`src/rtl/ram_hex_viewer.sv`:
```
`default_nettype none
// +-----------------------------------------------------------------------------+
// | ram_hex_viewer: steps a pointer through a synchronous-read memory and shows |
// | each fetched word on active-low 7-segment digits.        Revision 1.0       |
// +-----------------------------------------------------------------------------+
module ram_hex_viewer #(
   parameter int DATA_WIDTH      = 16,
   parameter int ADDR_WIDTH      = 8,
   parameter int DEBOUNCE_CYCLES = 50000,
   parameter int AUTO_PERIOD     = 25000000,
   parameter int BLANK_LZ        = 0
) (
   input  logic                          clk,
   input  logic                          reset,
   input  logic                          step_btn,
   input  logic                          dir,
   input  logic                          auto_en,
   output logic [ADDR_WIDTH-1:0]         mem_addr,
   input  logic [DATA_WIDTH-1:0]         mem_rdata,
   output logic                          busy,
   output logic [7*(DATA_WIDTH/4)-1:0]   seg
);
   localparam int DIGITS = DATA_WIDTH / 4;
   localparam int DB_W   = $clog2(DEBOUNCE_CYCLES);
   localparam int AUTO_W = $clog2(AUTO_PERIOD);
   localparam logic [DB_W-1:0]   DB_LAST   = DB_W'(DEBOUNCE_CYCLES - 1);
   localparam logic [AUTO_W-1:0] AUTO_LAST = AUTO_W'(AUTO_PERIOD - 1);

   typedef enum logic [1:0] {
      IDLE  = 2'd0,
      FETCH = 2'd1,
      WAIT  = 2'd2
   } state_t;

   logic                  sync_q1;
   logic                  sync_q2;
   logic                  db_level;
   logic [DB_W-1:0]       db_cnt;
   logic                  btn_evt;
   logic [AUTO_W-1:0]     auto_cnt;
   logic                  auto_evt;
   logic                  step_evt;

   state_t                state, state_nxt;
   logic [ADDR_WIDTH-1:0] addr, addr_nxt;
   logic [DATA_WIDTH-1:0] disp_reg, disp_nxt;
   logic                  pending, pending_nxt;

   // Debounced level only moves after an unbroken run of mismatching samples.
   always_ff @(posedge clk) begin
      if (reset) begin
         sync_q1  <= 1'b0;
         sync_q2  <= 1'b0;
         db_level <= 1'b0;
         db_cnt   <= '0;
         btn_evt  <= 1'b0;
      end else begin
         sync_q1 <= step_btn;
         sync_q2 <= sync_q1;
         btn_evt <= 1'b0;
         if (sync_q2 != db_level) begin
            if (db_cnt == DB_LAST) begin
               db_level <= sync_q2;
               db_cnt   <= '0;
               btn_evt  <= sync_q2;
            end else begin
               db_cnt <= db_cnt + 1'b1;
            end
         end else begin
            db_cnt <= '0;
         end
      end
   end

   assign auto_evt = auto_en && (auto_cnt == AUTO_LAST);
   assign step_evt = btn_evt | auto_evt;

   always_ff @(posedge clk) begin
      if (reset || !auto_en) begin
         auto_cnt <= '0;
      end else if (auto_evt) begin
         auto_cnt <= '0;
      end else begin
         auto_cnt <= auto_cnt + 1'b1;
      end
   end

   // Reset lands in FETCH so address 0 is loaded without a user step.
   always_ff @(posedge clk) begin
      if (reset) begin
         state    <= FETCH;
         addr     <= '0;
         disp_reg <= '0;
         pending  <= 1'b0;
      end else begin
         state    <= state_nxt;
         addr     <= addr_nxt;
         disp_reg <= disp_nxt;
         pending  <= pending_nxt;
      end
   end

   always_comb begin
      state_nxt   = state;
      addr_nxt    = addr;
      disp_nxt    = disp_reg;
      pending_nxt = pending;
      case (state)
         IDLE: begin
            if (step_evt || pending) begin
               addr_nxt    = dir ? addr + 1'b1 : addr - 1'b1;
               pending_nxt = 1'b0;
               state_nxt   = FETCH;
            end
         end
         FETCH: begin
            if (step_evt) pending_nxt = 1'b1;
            state_nxt = WAIT;
         end
         WAIT: begin
            if (step_evt) pending_nxt = 1'b1;
            disp_nxt  = mem_rdata;
            state_nxt = IDLE;
         end
         default: state_nxt = IDLE;
      endcase
   end

   assign mem_addr = addr;
   assign busy     = (state != IDLE);

   function automatic logic [6:0] hex7(input logic [3:0] n);
      logic [6:0] s;
      case (n)
         4'h0: s = 7'b1000000;
         4'h1: s = 7'b1111001;
         4'h2: s = 7'b0100100;
         4'h3: s = 7'b0110000;
         4'h4: s = 7'b0011001;
         4'h5: s = 7'b0010010;
         4'h6: s = 7'b0000010;
         4'h7: s = 7'b1111000;
         4'h8: s = 7'b0000000;
         4'h9: s = 7'b0010000;
         4'hA: s = 7'b0001000;
         4'hB: s = 7'b0000011;
         4'hC: s = 7'b1000110;
         4'hD: s = 7'b0100001;
         4'hE: s = 7'b0000110;
         default: s = 7'b0001110;
      endcase
      return s;
   endfunction

   // A digit blanks when it and every more-significant nibble are zero.
   for (genvar k = 0; k < DIGITS; k++) begin : g_digit
      logic blank;
      if (BLANK_LZ != 0 && k > 0) begin : g_blank
         assign blank = (disp_reg[DATA_WIDTH-1:4*k] == '0);
      end else begin : g_noblank
         assign blank = 1'b0;
      end
      assign seg[7*k +: 7] = blank ? 7'b1111111 : hex7(disp_reg[4*k +: 4]);
   end

endmodule
`default_nettype wire

```
`config.mk`:
```
export PLATFORM = sky130hd
export DESIGN_NAME = ram_hex_viewer
export DESIGN_NICKNAME = d
export VERILOG_FILES = /design/src/rtl/ram_hex_viewer.sv
export SDC_FILE = /design/constraint.sdc
export NUM_CORES = 1
export LEC_CHECK = 0
export CAP_MARGIN = 0
export CORE_MARGIN = 8
export CORE_UTILIZATION = 35
export DETAILED_ROUTE_END_ITERATION = 8
export GPL_TIMING_DRIVEN = 0
export PLACE_DENSITY_LB_ADDON = 0.1
export SYNTH_ARGS = -nofsm -noshare
export SYNTH_HDL_FRONTEND = slang
export SYNTH_SLANG_ARGS = --single-unit
```
`constraint.sdc`:
```
create_clock -name clk -period 3.4 [get_ports clk]
set_input_delay 0.85 -clock clk [delete_from_list [all_inputs] [get_ports clk]]
set_output_delay 0.85 -clock clk [all_outputs]
set_load 0.01 [all_outputs]
```
Yosys cells after proc, flatten, opt, wreduce, memory -nomap -nowiden
Memory sizes are Yosys's and may differ from the RTL's. A register that Yosys moved wholly into a read port is not among the register bits.
Cells that the tools add are included.
{ "classes": {"muxes": 14, "add_sub_neg": 4, "n_reduce_logical": 14, "n_bitwise": 3, "n_eq_ne": 7} }
{ "ops": {"columns": ["op", "count"], "rows": [
  ["2-to-1 mux 4 bit", 8],
  ["adder 25 x 1 -> 25 bit (second input constant)", 1],
  ["== test 25 bit (second input constant)", 1],
  ["adder 16 x 1 -> 16 bit (second input constant)", 1],
  ["== test 16 bit (second input constant)", 1],
  ["adder 8 x 1 -> 8 bit (second input constant)", 1],
  ["2-to-1 mux 8 bit", 1],
  ["subtractor 8 x 1 -> 8 bit (second input constant)", 1],
  ["OR reduction 3 bit", 2],
  ["one-hot mux 2 bit (2 select lines)", 1],
  ["AND reduction 2 bit", 2],
  ["nonzero test 2 bit", 2],
  ["OR reduction 2 bit", 2],
  ["AND reduction 3 bit", 1],
  ["== test 2 x 1 -> 1 bit (second input constant)", 1],
  ["== test 2 bit (second input constant)", 1],
  ["zero test 2 bit", 1],
  ["logical OR 1 bit", 2],
  ["2-to-1 mux 1 bit", 2],
  ["2-to-1 mux 2 bit", 1],
  ["!= test 2 x 1 -> 1 bit (second input constant)", 1],
  ["!= test 2 bit (second input constant)", 1],
  ["NOT 1 bit", 2],
  ["one-hot mux 1 bit (2 select lines)", 1],
  ["other kinds (4)", 4]
]} }
{ "totals": {"romBits": 448, "register_bits": 72, "n_memories": 4} }
{ "mem_list": {"columns": ["memory", "depth", "width", "read_ports", "rd_clocked_by_memory_dff", "wr", "line_no", "text"], "rows": [
  ["(no name shown)", 16, 7, 1, 1, 0, "134", "case (n)"],
  ["(no name shown)", 16, 7, 1, 1, 0, "134", null],
  ["(no name shown)", 16, 7, 1, 1, 0, "134", null],
  ["(no name shown)", 16, 7, 1, 1, 0, "134", null]
]} }

Longest topological paths before layout
Gate-level depths: netlist of the first run.
{ "logic_depth": {"word_depth": 6, "ltp_mapped": 10, "ltp_nobuf": 8} }

Least setup slack after synthesis of the first run
OpenSTA, ideal clock, no wires.
{ "synth_path": {"path_kind": "input -> register", "from": "input port dir", "to": "register addr[7] (netlist: mem_addr[7])", "t_required_ns": 3.266, "cell_stages": 6, "arrival_time_ns": 2.594, "slack_ns": 0.672, "n_path_buf": 0, "cell_sequence": "inv_1 ha_1 or3_1 o211ai_1 mux2_2 or4_1"} }
{ "synth_via": {"elab_chain_cells": 1} }
{ "synth_lines": {"columns": ["element", "line_no", "text"], "rows": [
  ["start, declared", "16", "input logic dir,"],
  ["2-to-1 mux 8 bit", "111", "addr_nxt = dir ? addr + 1'b1 : addr - 1'b1;"],
  ["end signal, assigned", "97", "addr <= addr_nxt;"],
  ["end, declared", "45", "logic [ADDR_WIDTH-1:0] addr, addr_nxt;"]
]} }
Every way passes these cells.
A chain may end at the register's enable or synchronous reset.

Worst setup path after layout of the first run
{ "layout_path": {"from": "input port reset", "to": "register, netlist name seg[10]"} }
{ "layout_via": {"elab_chain_cells": 1} }
{ "layout_lines": {"columns": ["element", "line_no", "text"], "rows": [
  ["start, declared", "14", "input logic reset,"],
  ["2-to-1 mux 4 bit (no source line)", null, null]
]} }
Every way passes these cells.

==> flow_metrics.tcl, run 1 <==
set metrics [dict create \
    final_common_cell "dfxtp_1" \
    tightest_slew_ps 633 \
    drcViolationCount 0 \
    synth_compound_area_share_pct 7.50 \
    cts_hold_buffers 0 \
    grt_usage_pct 12.4 \
    netlist-cell-type-count 52 \
    yosysSeqAreaShare_pct 42.1 \
    place_congestion 0.810 \
    cts_root_buffer "clkbuf_16" \
    final_cells 756 \
    power_density_nw_per_um2 444 \
    die_w_um 133 \
    critPathKind "in -> reg" \
    fmax_mhz 314 \
    core_area_um2 13200 \
    relSlewSlack_pct 57.6 \
    syn_inst 508 \
    reg2reg_from "state[0]" \
    numPortBuffers 57 \
    largest_reg_flops 28 \
    dpl.cell_count 741 \
    maxSlewViolCount 0 \
    min_period_over_period_pct 93.7 \
    maxCapViolCount 0 \
    synth_ff_type "dfxtp_1" \
    critPathCaptureType "flop" \
    syn-num-nets 565 \
    power_leakage_nw 2.09 \
    h-tree-depth 3 \
    slowest_delay_ps 480 \
    synthSimpleGateAreaFrac_pct 20.1 \
    rrSetupSlack_ps 750 \
    mostFrequentLayoutCells "dfxtp_1 (100), nor2_1 (82), clkdlybuf4s50_1 (57)" \
    grt_max_degree 16 \
    die_area_um2 17600 \
    diodes 0 \
    combPwrFrac_pct 10.0 \
    grt_remaining_overflow 0 \
    critPathSlowestCell "mux4_2" \
    skew_ps 7.60 \
    intPower_mw 2.01 \
    cts_tree "yes" \
    ios 58 \
    crit_path_cell_trace "clkdlybuf4s50_1 > clkbuf_2 > buf_6 > clkbuf_1 > nor2_1 > inv_1 > ha_1 > mux4_2" \
    synth_area_um2 4750 \
    sw_frac_of_total_pct 22.7 \
    fp-row-count 42 \
    start_kind "primary input" \
    async_flop_share_pct 0 \
    syn_avg_cell_area_um2 9.35 \
    irDropWorstVdd_uv 255 \
    reg2reg_depth 9 \
    r2r-end "seg[3]" \
    drt_wl_total_um 10500 \
    cts.repair.resized 1 \
    synth_warnings 0 \
    synth_edf_count 0 \
    antenna_found_initial 0 \
    clockBufferDepth 2 \
    vias 3641 \
    setup_viol 0 \
    drive_above_1_share_pct 7.07 \
    initial_utilization_pct 35.9 \
    clk_pin_slew_ps 70 \
    finalCriticalPeriod_ps 3180 \
    p_clk_share_pct 43.2 \
    ant_nets 0 \
    viasPerCell 4.82 \
    drt_iter0_drc 195 \
    synth_mux_area_share_pct 8.66 \
    ys_ff_latch 100 \
    p_sw_uw 592 \
    rsz0062_at_grt "false" \
    cts.sinks 100 \
    numCtsBuffers 9 \
    crit_path_max_fanout 10 \
    chipHeight_um 133 \
    grt_pass1_wl_um 17900 \
    arrival_ps 3410 \
    firstDrtPassIters 4 \
    postCtsSetupBuffers 0 \
    synth_top_family_by_area "simple AND/OR/NAND/NOR gates" \
    hpwl_um 7690 \
    syn_to_final_growth_pct 23.5 \
    synth_fa_ha_area_share_pct 9.64 \
    hold_path_end "sync_q2" \
    grt_pass1_vias 3669 \
    worstPathRequired_ps 3620 \
    min-delay-start "sync_q1" \
    final_hold_viol_count 0 \
    holdPathStages 1 \
    synthXorXnorAreaFrac_pct 7.74 \
    fin_tns_setup_ps 0 \
    routedWlPerCell_um 13.9 \
    clk_latency_ps 350 \
    nNetsFinal 633 \
    holdCritPathClass "reg -> reg" \
    p_seq_share_pct 46.8 \
    outcome "finished, final reports clean" \
]
## final cells by class
class,instances,area [µm²]
fillers,1303,7370
inverters,29,109
clock buffers,11,253
repair buffers,57,571
flip-flops and latches,100,2000
clock inverters,4,72.6
plain buffers,17,91.3
well taps,176,220
multi-input cells,362,2550
## synth_stat cells (2+ instances only)
master       n  area share, %
nand3_1     17            1.8
nor3b_1      5           0.79
buf_6        2           0.47
clkinv_1     4           0.32
nor2_2       2           0.26
o21bai_1     2           0.32
buf_2        5           0.53
mux4_2       4            1.9
nand4_1      8            1.1
nor2_1      82            6.5
or2_2        4           0.53
xnor2_1     24            4.4
o21ai_0      7           0.74
nor4b_1      2           0.37
ha_1        35            9.2
and3_1       7           0.92
xor2_1      18            3.3
and4_1       3           0.55
clkbuf_1     7           0.55
nand2b_1     3           0.39
nor3_1      14            1.5
o22ai_1     16            2.1
nor2b_1      7           0.92
a32o_1       4           0.84
o2111ai_1    2           0.37
nor4_1       8            1.1
nand2_1     19            1.5
mux2i_1     31            6.5
inv_1       25            2.0
a21oi_1     20            2.1
dfxtp_1    100             42
## power groups by stage
stage,Sequential (mW),Combinational (mW),Clock [mW]
4_1_cts,1.22,0.262,1.17
5_1_grt,1.22,0.286,1.21
3_3_place_gp,1.25,0.259,0
6_report,1.22,0.260,1.13
2_1_floorplan,1.26,0.131,0
3_5_place_dp,1.25,0.261,0
## cells by family (layout without fill, tap and decap cells)
logic type	after synthesis	in the layout
muxes	36	36
buffers and inverters	46	118
DFF	100	100
AOI/OAI and AO/OA	56	56
and+or+nand+nor	192	192
xor gates and xnor gates	42	42
adders and majority gates	36	36
## worst max-delay path by stage
stage / depth (start not counted) / slack (ps) / to / start
detailed placement: 7 / -400 / seg[10] / reset
floorplan: 6 / 670 / mem_addr[7] / dir
CTS: 8 / 190 / seg[10] / reset
finish: 8 / 220 / seg[10] / reset
global placement: 7 / -340 / seg[3] / reset
global route: 8 / 70 / seg[10] / reset
## stage by stage
step	util [%]	instance area [µm²]	setup slack, ps	total power [mW]	hold slack (ps)
finish	44.3	5870	215	2.61	439
global route	44.3	5870	67.8	2.72	460
CTS	44.3	5870	194	2.65	444
detailed placement	41.9	5540	-403	1.51	429
global placement	41.9	5540	-345	1.51	419
floorplan	-	4750	672	1.39	413
## critical path: cells and delay by family
| family | cells | cell delay (ps) |
|---|---|---|
| AND/OR/NAND/NOR | 1 | 440 |
| multiplexers | 1 | 480 |
| buffers and inverters | 5 | 1330 |
| adder cells (fa/ha/maj) | 1 | 290 |
## metal layers
metal	share of wire (%)	GRT usage, %
met1	47	14.7
met2	46	20.1
met3	5.5	4.24
met4	1.4	4.98
met5	0	0
Note: power is estimated with default switching activity, not from simulation.
==> run 2, diff against run 1 <==
--- a/config.mk
+++ b/config.mk
@@ -11,6 +11,8 @@
 export DETAILED_ROUTE_END_ITERATION = 8
 export GPL_TIMING_DRIVEN = 0
 export PLACE_DENSITY_LB_ADDON = 0.1
+export SKIP_LAST_GASP = 1
+export SLEW_MARGIN = 25
 export SYNTH_ARGS = -nofsm -noshare
 export SYNTH_HDL_FRONTEND = slang
 export SYNTH_SLANG_ARGS = --single-unit
==> results of run 2 <==
Same layout as run 1: the final DEF is identical, and so are final timing and power.
==> run 3, diff against run 2 <==
--- a/config.mk
+++ b/config.mk
@@ -5,7 +5,9 @@
 export SDC_FILE = /design/constraint.sdc
 export NUM_CORES = 1
 export LEC_CHECK = 0
+export ABC_AREA = 1
 export CAP_MARGIN = 0
+export CORE_ASPECT_RATIO = 1.75
 export CORE_MARGIN = 8
 export CORE_UTILIZATION = 35
 export DETAILED_ROUTE_END_ITERATION = 8
==> flow_metrics.tcl, run 3 <==
set metrics [dict create \
    mostFrequentLayoutCells "nand2_1 (174), dfxtp_1 (100), nor2_1 (97)" \
    synth_mux_area_share_pct 0 \
    min-delay-start "sync_q1" \
    synth_ff_type "dfxtp_1" \
    p_total_mw 2.61 \
    grt_remaining_overflow 0 \
    viasPerCell 4.81 \
    synth_compound_area_share_pct 9.71 \
    fin_tns_setup_ps 0 \
    power_density_nw_per_um2 420 \
    skew_ps 12.7 \
    final_hold_viol_count 0 \
    die_area_um2 18900 \
    fp-row-count 58 \
    synth_top_family_by_area "simple AND/OR/NAND/NOR gates" \
    h-tree-depth 3 \
    diodes 0 \
    finalCriticalPeriod_ps 2600 \
    syn_avg_cell_area_um2 7.22 \
    reg2reg_depth 11 \
    grt_usage_pct 14.1 \
    start_kind "flop" \
    netlist-cell-type-count 41 \
    place_congestion 0.880 \
    rsz0062_at_grt "false" \
    hpwl_um 9980 \
    holdCritPathClass "reg -> reg" \
    min_period_over_period_pct 76.5 \
    drt_wl_total_um 12700 \
    synth_edf_count 0 \
    critPathTopFamily "buffers and inverters" \
    maxSlewViolCount 0 \
    synth_warnings 0 \
    cts_tree "yes" \
    seqCellArea_um2 2000 \
    antenna_found_initial 0 \
    slowest_delay_ps 570 \
    startpoint "state[1]" \
    outcome "finished, final reports clean" \
    ios 58 \
    crit_path_max_fanout 6 \
    clk_latency_ps 350 \
    postCtsSetupBuffers 0 \
    ys_ff_latch 100 \
    firstDrtPassIters 4 \
    numCtsBuffers 9 \
    yosysMostFrequentCell "nand2_1" \
    tightest_slew_ps 856 \
    multi_input_area_um2 2730 \
    power_leakage_nw 2.53 \
    synth_top_cell_area_share_pct 39.1 \
    synth_fa_ha_area_share_pct 8.96 \
    relSlewSlack_pct 42.3 \
    initial_utilization_pct 35.6 \
    drcViolationCount 0 \
    clk_pin_slew_ps 70 \
    async_flop_share_pct 0 \
    setup_viol 0 \
    grt_pass1_wl_um 21700 \
    syn_to_final_growth_pct 21.5 \
    ant_nets 0 \
    cts.repair.resized 0 \
    vias 4625 \
    cp.depth 4 \
    synthSimpleGateAreaFrac_pct 32.9 \
    worstPathRequired_ps 2550 \
    largest_reg_flops 28 \
    arrival_ps 1750 \
    numPortBuffers 57 \
    syn-num-nets 765 \
    syn_inst 708 \
    synthXorXnorAreaFrac_pct 1.71 \
    nNetsFinal 833 \
    die_w_um 107 \
    irDropWorstVdd_uv 229 \
    fmax_mhz 384 \
    holdPathStages 2 \
    crit_buf_inv 3 \
    utilization_pct 43.2 \
    synth_area_um2 5110 \
    synth_top_cell_by_area "dfxtp_1" \
    drive_above_1_share_pct 8.19 \
    cts_hold_buffers 0 \
    chipHeight_um 176 \
    critPathKind "reg -> out" \
    final_common_cell "nand2_1" \
    core_area_um2 14400 \
    critPathSlowestCell "clkdlybuf4s50_1" \
    grt_max_degree 21 \
    cts.sinks 100 \
    critPathCaptureType "output pin" \
    yosysSeqAreaShare_pct 39.1 \
    crit_path_cell_trace "inv_1 > ha_1 > inv_1 > clkdlybuf4s50_1" \
    routedWlPerCell_um 13.2 \
    reg2reg_from "state[0]" \
    drt_iter0_drc 170 \
    maxCapViolCount 0 \
    cts_root_buffer "clkbuf_16" \
    cpMostUsedCell "inv_1" \
    grt_pass1_vias 4750 \
    hold_ws_ps 408 \
    synth_common_cells "nand2_1 (174), dfxtp_1 (100), nor2_1 (97)" \
    ys_top_cells_by_area "dfxtp_1 (39%), nand2_1 (13%), ha_1 (8.6%), nor2_1 (7.1%), inv_1 (5.1%)" \
    n_fill_cell 1515 \
    clockBufferDepth 2 \
]
[run 3: final timing paths]
path | end | slack, ps
hold reg to reg | sync_q2 | 410
setup reg to reg | seg[20] | 960
setup / recovery | busy | 800
hold / removal | sync_q2 | 410
[run 3: cells by family after synthesis]
family | count (synthesis)
adder cells (fa/ha/maj) | 36
XOR/XNOR | 10
AND/OR/NAND/NOR | 377
buffers and inverters | 94
AO/OA/AOI/OAI | 91
flip-flops | 100
[run 3: layer usage]
layer  global-route usage (%)  routed length, µm  share of wire, %  vias to the layer above
li1                         -                  -                 -                     2412
met1                     13.4               4820                38                     2119
met2                     27.2               6960                55                       68
met3                     3.23                445               3.5                       26
met4                     6.92                420               3.3                        0
met5                        0                  0                 0                        -
[run 3: layout make-up]
cell class / count / area share, %
multi-input combinational: 514 / 43.9
sequential: 100 / 32.2
timing repair buffer: 57 / 9.19
inverter: 83 / 5.02
clock buffer: 9 / 3.63
tap: 180 / 3.63
clock inverter: 7 / 1.23
buffer: 11 / 1.19
[run 3: through the flow]
stage	cells	area, µm²	setup WS (ps)
final	961	6210	798
after global routing	961	6210	592
after CTS	961	6210	782
after detailed placement	945	5910	436
after global placement	945	5910	471
after floorplan	708	5110	1270
[run 3: worst reg2reg max path, delay by kind of cell, from the launching register on]
| kind | cells | cell delay (ps) |
|---|---|---|
| buffers and inverters | 4 | 500 |
| adders and majority gates | 2 | 410 |
| DFF | 1 | 320 |
| and+or+nand+nor | 2 | 200 |
| AOI/OAI and AO/OA | 3 | 900 |
[run 3: where the power goes]
part           internal, mW  leakage (nW)  total (mW)  switching [mW]
Clock                 0.525         0.149        1.04           0.510
Combinational         0.151          1.57       0.330           0.179
Sequential             1.23         0.812        1.24          0.0171
